**src/rtl/fetch_queue_pkg.sv**
```systemverilog
// fetch_queue_pkg: shared IF/ID entry defaults and queue control types.
package fetch_queue_pkg;
    localparam int DEF_INSTR_W = 32;
    localparam int DEF_PC_W = 32;
    localparam int DEF_DEPTH = 4;
    localparam logic [31:0] DEF_NOP_INSTR = 32'h0100_0000;
    typedef enum logic [1:0] {FL_NONE, FL_ALL, FL_KEEP} flush_e;
endpackage

```
**src/rtl/fetch_queue_mem.sv**
```systemverilog
// fetch_queue_mem: entry storage with synchronous write and asynchronous read, no reset.
module fetch_queue_mem #(
    parameter int W = 64,
    parameter int DEPTH = 4,
    parameter int AW = $clog2(DEPTH)
) (
    input  logic          clk,
    input  logic          we,
    input  logic [AW-1:0] waddr,
    input  logic [W-1:0]  wdata,
    input  logic [AW-1:0] raddr,
    output logic [W-1:0]  rdata
);
    logic [W-1:0] mem [DEPTH];

    always_ff @(posedge clk) begin
        if (we) mem[waddr] <= wdata;
    end

    assign rdata = mem[raddr];
endmodule

```
**src/rtl/fetch_queue.sv**
```systemverilog
// fetch_queue: show-ahead IF/ID instruction queue with stall, flush and delay-slot flush.
module fetch_queue
    import fetch_queue_pkg::*;
#(
    parameter int INSTR_W = DEF_INSTR_W,
    parameter int PC_W = DEF_PC_W,
    parameter int DEPTH = DEF_DEPTH,
    parameter logic [INSTR_W-1:0] NOP_INSTR = INSTR_W'(DEF_NOP_INSTR),
    parameter int AW = $clog2(DEPTH),
    parameter int CW = $clog2(DEPTH + 1)
) (
    input  logic               Clk,
    input  logic               R,
    input  logic               push_valid,
    output logic               push_ready,
    input  logic [INSTR_W-1:0] push_instr,
    input  logic [PC_W-1:0]    push_pc,
    input  logic               pop_en,
    output logic               pop_valid,
    output logic [INSTR_W-1:0] pop_instr,
    output logic [PC_W-1:0]    pop_pc,
    input  logic               flush,
    input  logic               flush_keep,
    output logic [CW-1:0]      count
);
    logic [AW-1:0] rd_ptr, wr_ptr, rd_nxt;
    logic [INSTR_W+PC_W-1:0] head;
    logic empty, do_push, do_pop;
    flush_e mode;

    assign empty = count == '0;
    assign push_ready = count != CW'(DEPTH);
    assign pop_valid = !empty;
    assign do_pop = pop_en && !empty;
    // flush wins over push, so a flushed cycle never writes storage
    assign do_push = push_valid && push_ready && !flush;
    assign rd_nxt = rd_ptr + AW'(do_pop);

    always_comb begin
        mode = FL_NONE;
        if (flush) mode = (flush_keep && !do_pop && !empty) ? FL_KEEP : FL_ALL;
    end

    always_ff @(posedge Clk or negedge R) begin
        if (!R) begin
            rd_ptr <= '0;
            wr_ptr <= '0;
            count <= '0;
        end else begin
            rd_ptr <= rd_nxt;
            if (mode == FL_KEEP) begin
                wr_ptr <= rd_ptr + AW'(1);
                count <= CW'(1);
            end else if (mode == FL_ALL) begin
                wr_ptr <= rd_nxt;
                count <= '0;
            end else begin
                wr_ptr <= wr_ptr + AW'(do_push);
                count <= count + CW'(do_push) - CW'(do_pop);
            end
        end
    end

    fetch_queue_mem #(.W(INSTR_W + PC_W), .DEPTH(DEPTH)) u_mem (
        .clk   (Clk),
        .we    (do_push),
        .waddr (wr_ptr),
        .wdata ({push_instr, push_pc}),
        .raddr (rd_ptr),
        .rdata (head)
    );

    assign pop_instr = empty ? NOP_INSTR : head[PC_W +: INSTR_W];
    assign pop_pc = empty ? '0 : head[PC_W-1:0];
endmodule

```
**config.mk**
```make
export PLATFORM = sky130hd
export DESIGN_NAME = fetch_queue
export DESIGN_NICKNAME = d
export VERILOG_FILES = /design/src/rtl/fetch_queue_pkg.sv /design/src/rtl/fetch_queue_mem.sv /design/src/rtl/fetch_queue.sv
export SDC_FILE = /design/constraint.sdc
export NUM_CORES = 1
export LEC_CHECK = 0
export CORE_MARGIN = 1
export CORE_UTILIZATION = 25
export CTS_CLUSTER_SIZE = 12
export DETAILED_ROUTE_END_ITERATION = 10
export SLEW_MARGIN = 20
export SYNTH_ARGS = -nofsm -noshare
export SYNTH_HDL_FRONTEND = slang
export SYNTH_SLANG_ARGS = --single-unit
```
**constraint.sdc**
```tcl
create_clock -name Clk -period 6.4 [get_ports Clk]
set_input_delay 0.96 -clock Clk [delete_from_list [all_inputs] [get_ports Clk]]
set_output_delay 0.96 -clock Clk [all_outputs]
set_load 0.005 [all_outputs]
```
# After elaboration in Yosys (flattened, before gate mapping)

Memory sizes are Yosys's and may differ from the RTL's.
Index checks and enable logic that the tools add are counted.

Word-level logic and storage cells: 31
Memories kept: 1
Output and inout bits: 69
RAM bits: 256
Register bits: 7

Eq/ne operators: 3
Muxes and demuxes: 10
Reductions and logical operators: 9
Add/sub/neg operators: 5

Memories:

| name      | depth | bits a word | read ports | clocked after Yosys merged registers in | write ports | RTL line              | RTL |
|---|---|---|---|---|---|---|---|
| u_mem.mem | 4     | 64          | 1          | 0                                       | 1           | fetch_queue_mem.sv:14 | `logic [W-1:0] mem [DEPTH];` |

Operator list:

| kind                | number |
|---|---|
| $mux 32             | 2 |
| $mux 2              | 4 |
| $mux 3              | 2 |
| $logic_and 1x1->1   | 5 |
| $add 2x1->2         | 2 |
| $add 3x1->3         | 1 |
| $logic_not 1->1     | 3 |
| $logic_not 3->1     | 1 |
| $ne 3x3->1 const B  | 1 |
| $sub 3x1->3         | 1 |
| $add 2x1->2 const B | 1 |
| $eq 2x1->1 const B  | 1 |
| $eq 2x2->1 const B  | 1 |
| $mux 1              | 2 |

# Longest topological paths before layout

Depth in word-level cells: 11
Depth in mapped cells: 11
Mapped depth without buffers: 10

# Modules after synthesis

A second synthesis with hierarchy kept.

Cell total of the unflattened synthesis: 451
Area, all modules: 10202.3 um^2

Modules (own cells, without submodules):

| module          | seq. area each (um^2) | cells an instance | instances | area an instance (um^2) |
|---|---|---|---|---|
| fetch_queue_mem | 7687.4                | 338               | 1         | 9341.5 |
| fetch_queue     | 175.2                 | 113               | 1         | 860.8 |

# Worst setup path after synthesis

Ideal clock, no wire load.

Kind: input -> register
Start point: input port flush
End point: memory u_mem.mem[1][0] (enable)
Stages: 3
Path buffers: 1
Arrival time: 6118 ps
Setup slack: -296 ps
Setup time: 578 ps
Cell sequence: clkbuf_1 nand3b_1 nor3b_1

Longest elaborated chain between the ends: 4

Ends and longest elaborated chain:

| element                      | RTL line              | RTL |
|---|---|---|
| start: declaration           | fetch_queue.sv:22     | `input logic flush,` |
| $logic_not 1->1              | fetch_queue.sv:36     | `assign do_push = push_valid && push_ready && !flush;` |
| $logic_and 1x1->1            | fetch_queue.sv:36     |  |
| $mux 1                       | fetch_queue_mem.sv:17 | `if (we) mem[waddr] <= wdata;` |
| $mux 1 (implied by the code) | fetch_queue_mem.sv:17 |  |
| end: declaration             | fetch_queue_mem.sv:14 |  |

No other way between the ends.

# Worst setup path after layout

Start point: register rd_ptr[0]
End point: output port pop_instr[15]

Longest elaborated chain between the ends: 2

Ends and longest elaborated chain:

| element                  | RTL line          | RTL |
|---|---|---|
| start: declaration       | fetch_queue.sv:26 | `logic [AW-1:0] rd_ptr, wr_ptr, rd_nxt;` |
| start signal: assignment | fetch_queue.sv:50 | `rd_ptr <= rd_nxt;` |
| $mem_v2 4x64             | --                |  |
| $mux 32                  | fetch_queue.sv:73 | `assign pop_instr = empty ? NOP_INSTR : head[PC_W +: INSTR_W];` |
| end: declaration         | fetch_queue.sv:20 | `output logic [INSTR_W-1:0] pop_instr,` |

No other way between the ends.

==> flow_results.xml <==
<?xml version="1.0" encoding="UTF-8"?>
<metrics>
  <group name="global_route">
    <metric name="gr-total-overflow" unit="">0</metric>
    <metric name="grt_usage" unit="%">10.2</metric>
    <metric name="initial_antenna_violation_count" unit="">0</metric>
    <metric name="grt_pass1_vias" unit="">5133</metric>
    <metric name="wire_length_of_the_first_global_routing_pass" unit="um">31500</metric>
    <metric name="maximum_number_of_pins_on_one_net_before_global_route_repair" unit="">68</metric>
  </group>
  <group name="layout">
    <metric name="num_antenna_cells" unit="">0</metric>
    <metric name="net_count_reported_at_finish" unit="">684</metric>
    <metric name="layout-area-overhead-vs-synth" unit="%">30.0</metric>
    <metric name="drive_gt1_share" unit="%">20.3</metric>
    <metric name="fill_cells" unit="">3862</metric>
  </group>
  <group name="floorplanning">
    <metric name="num_io_pins" unit="">139</metric>
    <metric name="die-width" unit="um">203</metric>
    <metric name="floorplan.initialDensity" unit="%">25.4</metric>
    <metric name="fp.dieH" unit="um">203</metric>
    <metric name="core_box_area" unit="um2">39800</metric>
    <metric name="die_area" unit="um2">41200</metric>
    <metric name="std_cell_rows" unit="">73</metric>
  </group>
  <group name="critical_path">
    <metric name="crit-reg2reg-launch" unit="">count[1]</metric>
    <metric name="cp_slowest_cell" unit="">dfrtp_4</metric>
    <metric name="criticalPathCategory" unit="">flop to output port</metric>
    <metric name="cp_data_required_time" unit="ns">5.44</metric>
    <metric name="setup.worst_path.start_class" unit="">flop</metric>
    <metric name="critPathArrivalTime" unit="ns">3.40</metric>
    <metric name="crit_path_cell_trace" unit="">buf_4, mux4_2, and2_1, clkdlybuf4s50_1</metric>
    <metric name="worst_setup_path_startpoint" unit="">rd_ptr[0]</metric>
    <metric name="cpPeakStageDelay" unit="ns">1.03</metric>
    <metric name="worst_setup_path_end_kind" unit="">output port</metric>
    <metric name="critical_path.max_fanout" unit="">43</metric>
  </group>
  <group name="yosys">
    <metric name="dominantRegCellSynth" unit="">edfxtp_1</metric>
    <metric name="netlist_instances" unit="">451</metric>
    <metric name="ys_types" unit="">30</metric>
    <metric name="synthArstFlopShare" unit="%">2.66</metric>
    <metric name="post_synth.cell_area_avg" unit="um2">22.4</metric>
    <metric name="number_of_warnings_issued_by_yosys" unit="">0</metric>
    <metric name="synth_sequential_area_ratio" unit="%">77.9</metric>
    <metric name="syn_nets" unit="">526</metric>
    <metric name="mappedNetlistArea" unit="um2">10100</metric>
    <metric name="synth-edff-count" unit="">256</metric>
    <metric name="ys_seq_elements" unit="">263</metric>
  </group>
  <group name="clock_tree">
    <metric name="post_cts_hold_fix_bufs" unit="">0</metric>
    <metric name="clock_latency_at_the_later_pin_of_the_worst_skew_pair" unit="ns">0.56</metric>
    <metric name="cts-resized-gates" unit="">0</metric>
    <metric name="cts.htree.levels" unit="">1</metric>
    <metric name="numCtsBuffers" unit="">30</metric>
    <metric name="clockRootBuffer" unit="">clkbuf_16</metric>
    <metric name="setup_fix_buffers_added_after_clock_tree_synthesis" unit="">0</metric>
    <metric name="worst_setup_hold_path_clk_slew" unit="ns">0.06</metric>
    <metric name="numClockSinks" unit="">263</metric>
    <metric name="clock_tree.buffer_depth" unit="">3</metric>
    <metric name="cts_tree" unit="">yes</metric>
  </group>
  <group name="timing">
    <metric name="report.final.slew_viol_count" unit="">0</metric>
    <metric name="fin_crit_sh" unit="%">68.2</metric>
    <metric name="worst_slew_margin_relative_to_its_limit" unit="%">37.1</metric>
    <metric name="rsz0062_at_grt" unit="">no</metric>
    <metric name="min_period" unit="ns">4.36</metric>
    <metric name="clock.fmax" unit="GHz">0.229</metric>
    <metric name="timing_worst_slew_pin_value" unit="ns">0.943</metric>
    <metric name="final-setup-viol-count" unit="">0</metric>
    <metric name="finalHoldViolations" unit="">0</metric>
    <metric name="final.hold.worst_slack" unit="ns">0.705</metric>
    <metric name="skew" unit="ns">0.00804</metric>
    <metric name="setup-tns-final" unit="ns">0</metric>
  </group>
  <group name="route">
    <metric name="postRouteWirelength" unit="um">20900</metric>
    <metric name="detailedRoute.firstPassIterationCount" unit="">4</metric>
    <metric name="vias_per_cell" unit="">4.14</metric>
    <metric name="detail-route-antenna-nets" unit="">0</metric>
    <metric name="first_iter_violations" unit="">152</metric>
    <metric name="drc" unit="">0</metric>
    <metric name="routed-via-count" unit="">4790</metric>
    <metric name="post_drt_wl_per_cell" unit="um">18.1</metric>
  </group>
  <group name="min_path">
    <metric name="timing.hold.worst.class" unit="">input pin to asynchronous set/reset pin</metric>
  </group>
  <group name="flow_run">
    <metric name="max_cap_viol_count" unit="">0</metric>
  </group>
  <group name="placement">
    <metric name="post-dp-hpwl" unit="um">12000</metric>
    <metric name="place_congestion" unit="">0.669</metric>
    <metric name="number_of_i_o_port_buffers" unit="">138</metric>
  </group>
  <group name="power_and_ir_drop">
    <metric name="p_leak" unit="nW">4.18</metric>
    <metric name="power.density_cell_area" unit="nW/um2">439</metric>
    <metric name="power.ir.vdd_worst" unit="uV">275</metric>
  </group>
  <group name="outcome">
    <metric name="run_status" unit="">finished, final reports clean</metric>
  </group>
</metrics>
kinds of logic after synthesis:
group	synth area share (%)
xor+xnor	0.347
buf+inv	1.38
flops	77.9
mux	14.4
compound gates	0.211
simple gates	5.12
fa+ha+maj	0.694
Yosys cell counts (2+ instances only):
| cell type | n | area share, % |
|---|---|---|
| edfxtp_1 | 256 | 76 |
| and2_1 | 64 | 4.0 |
| mux4_2 | 64 | 14 |
| clkbuf_1 | 9 | 0.33 |
| dfrtp_1 | 7 | 1.7 |
| buf_2 | 6 | 0.30 |
| nor2_1 | 6 | 0.22 |
| buf_6 | 4 | 0.45 |
| ha_1 | 4 | 0.50 |
| inv_1 | 4 | 0.15 |
| xor2_1 | 3 | 0.26 |
| buf_1 | 2 | 0.074 |
| nand2_1 | 2 | 0.074 |
| nor3_1 | 2 | 0.099 |
| nor3b_1 | 2 | 0.15 |
| o21ai_0 | 2 | 0.099 |
sequential cells by signal, summed over array words and instances, names as in the netlist:
name       flops
u_mem.mem    256
count          3
wr_ptr         2
rd_ptr         2
area by class of cell:
cell class	count	area, um2	area share, %
Inverter	4	15.0	0.114
Clock buffer	41	833	6.35
Sequential cell	263	7870	60.0
Tap cell	525	657	5.01
Clock inverter	14	151	1.15
Timing Repair Buffer	148	1470	11.2
Multi-Input combinational cell	162	2130	16.2
layer usage:
layer	wire [um]	up-vias	GRT usage (%)
li1	-	2152	-
met5	0	-	0
met4	497	0	3.44
met2	9870	133	16.4
met3	1280	31	2.41
met1	9300	2474	13.6
power breakdown:
group	internal (W)	switching, W
Combinational	0.00110	0.000681
Clock	0.00103	0.000664
Sequential	0.00210	0.000192
Total	0.00422	0.00154
placed cells by master, fill, tap and decap left out, types with 4 or more instances in the layout:
master,count
clkbuf_16,31
ha_1,4
edfxtp_1,256
buf_4,9
and2_1,64
clkinv_2,5
clkdlybuf4s50_1,138
mux4_2,64
nor2_1,6
clkbuf_1,8
dfrtp_1,5
final timing paths:
check	slack (ns)	cells after the start	to
worst max-delay path	2.04	4	pop_instr[15]
worst min-delay path	0.70	1	count[1]
worst max register to register	3.33	11	count[2]
worst min register to register	0.73	2	count[1]
max in group asynchronous	5.38	1	rd_ptr[0]
min in group Clk	0.73	2	count[1]
through the flow:
step | area, um2 | utilization, % | power, W | setup slack, ns | std cells
final | 13100 | 33.0 | 0.00576 | 2.04 | 1157
after floorplan | 10100 | - | 0.00322 | 0.0471 | 451
after CTS | 13100 | 32.9 | 0.00588 | 1.82 | 1156
after global routing | 13100 | 33.0 | 0.00608 | 1.68 | 1157
after global placement | 12100 | 30.4 | 0.00414 | 2.48 | 1101
after detailed placement | 12100 | 30.4 | 0.00416 | 2.44 | 1101
critical path, delay by kind of cell (launching register included):
| family | cells | cell delay, ns |
|---|---|---|
| buffers and inverters | 2 | 1.04 |
| DFF | 1 | 1.03 |
| muxes | 1 | 0.56 |
| and+or+nand+nor | 1 | 0.20 |
Power figures use the tool's default switching activity.
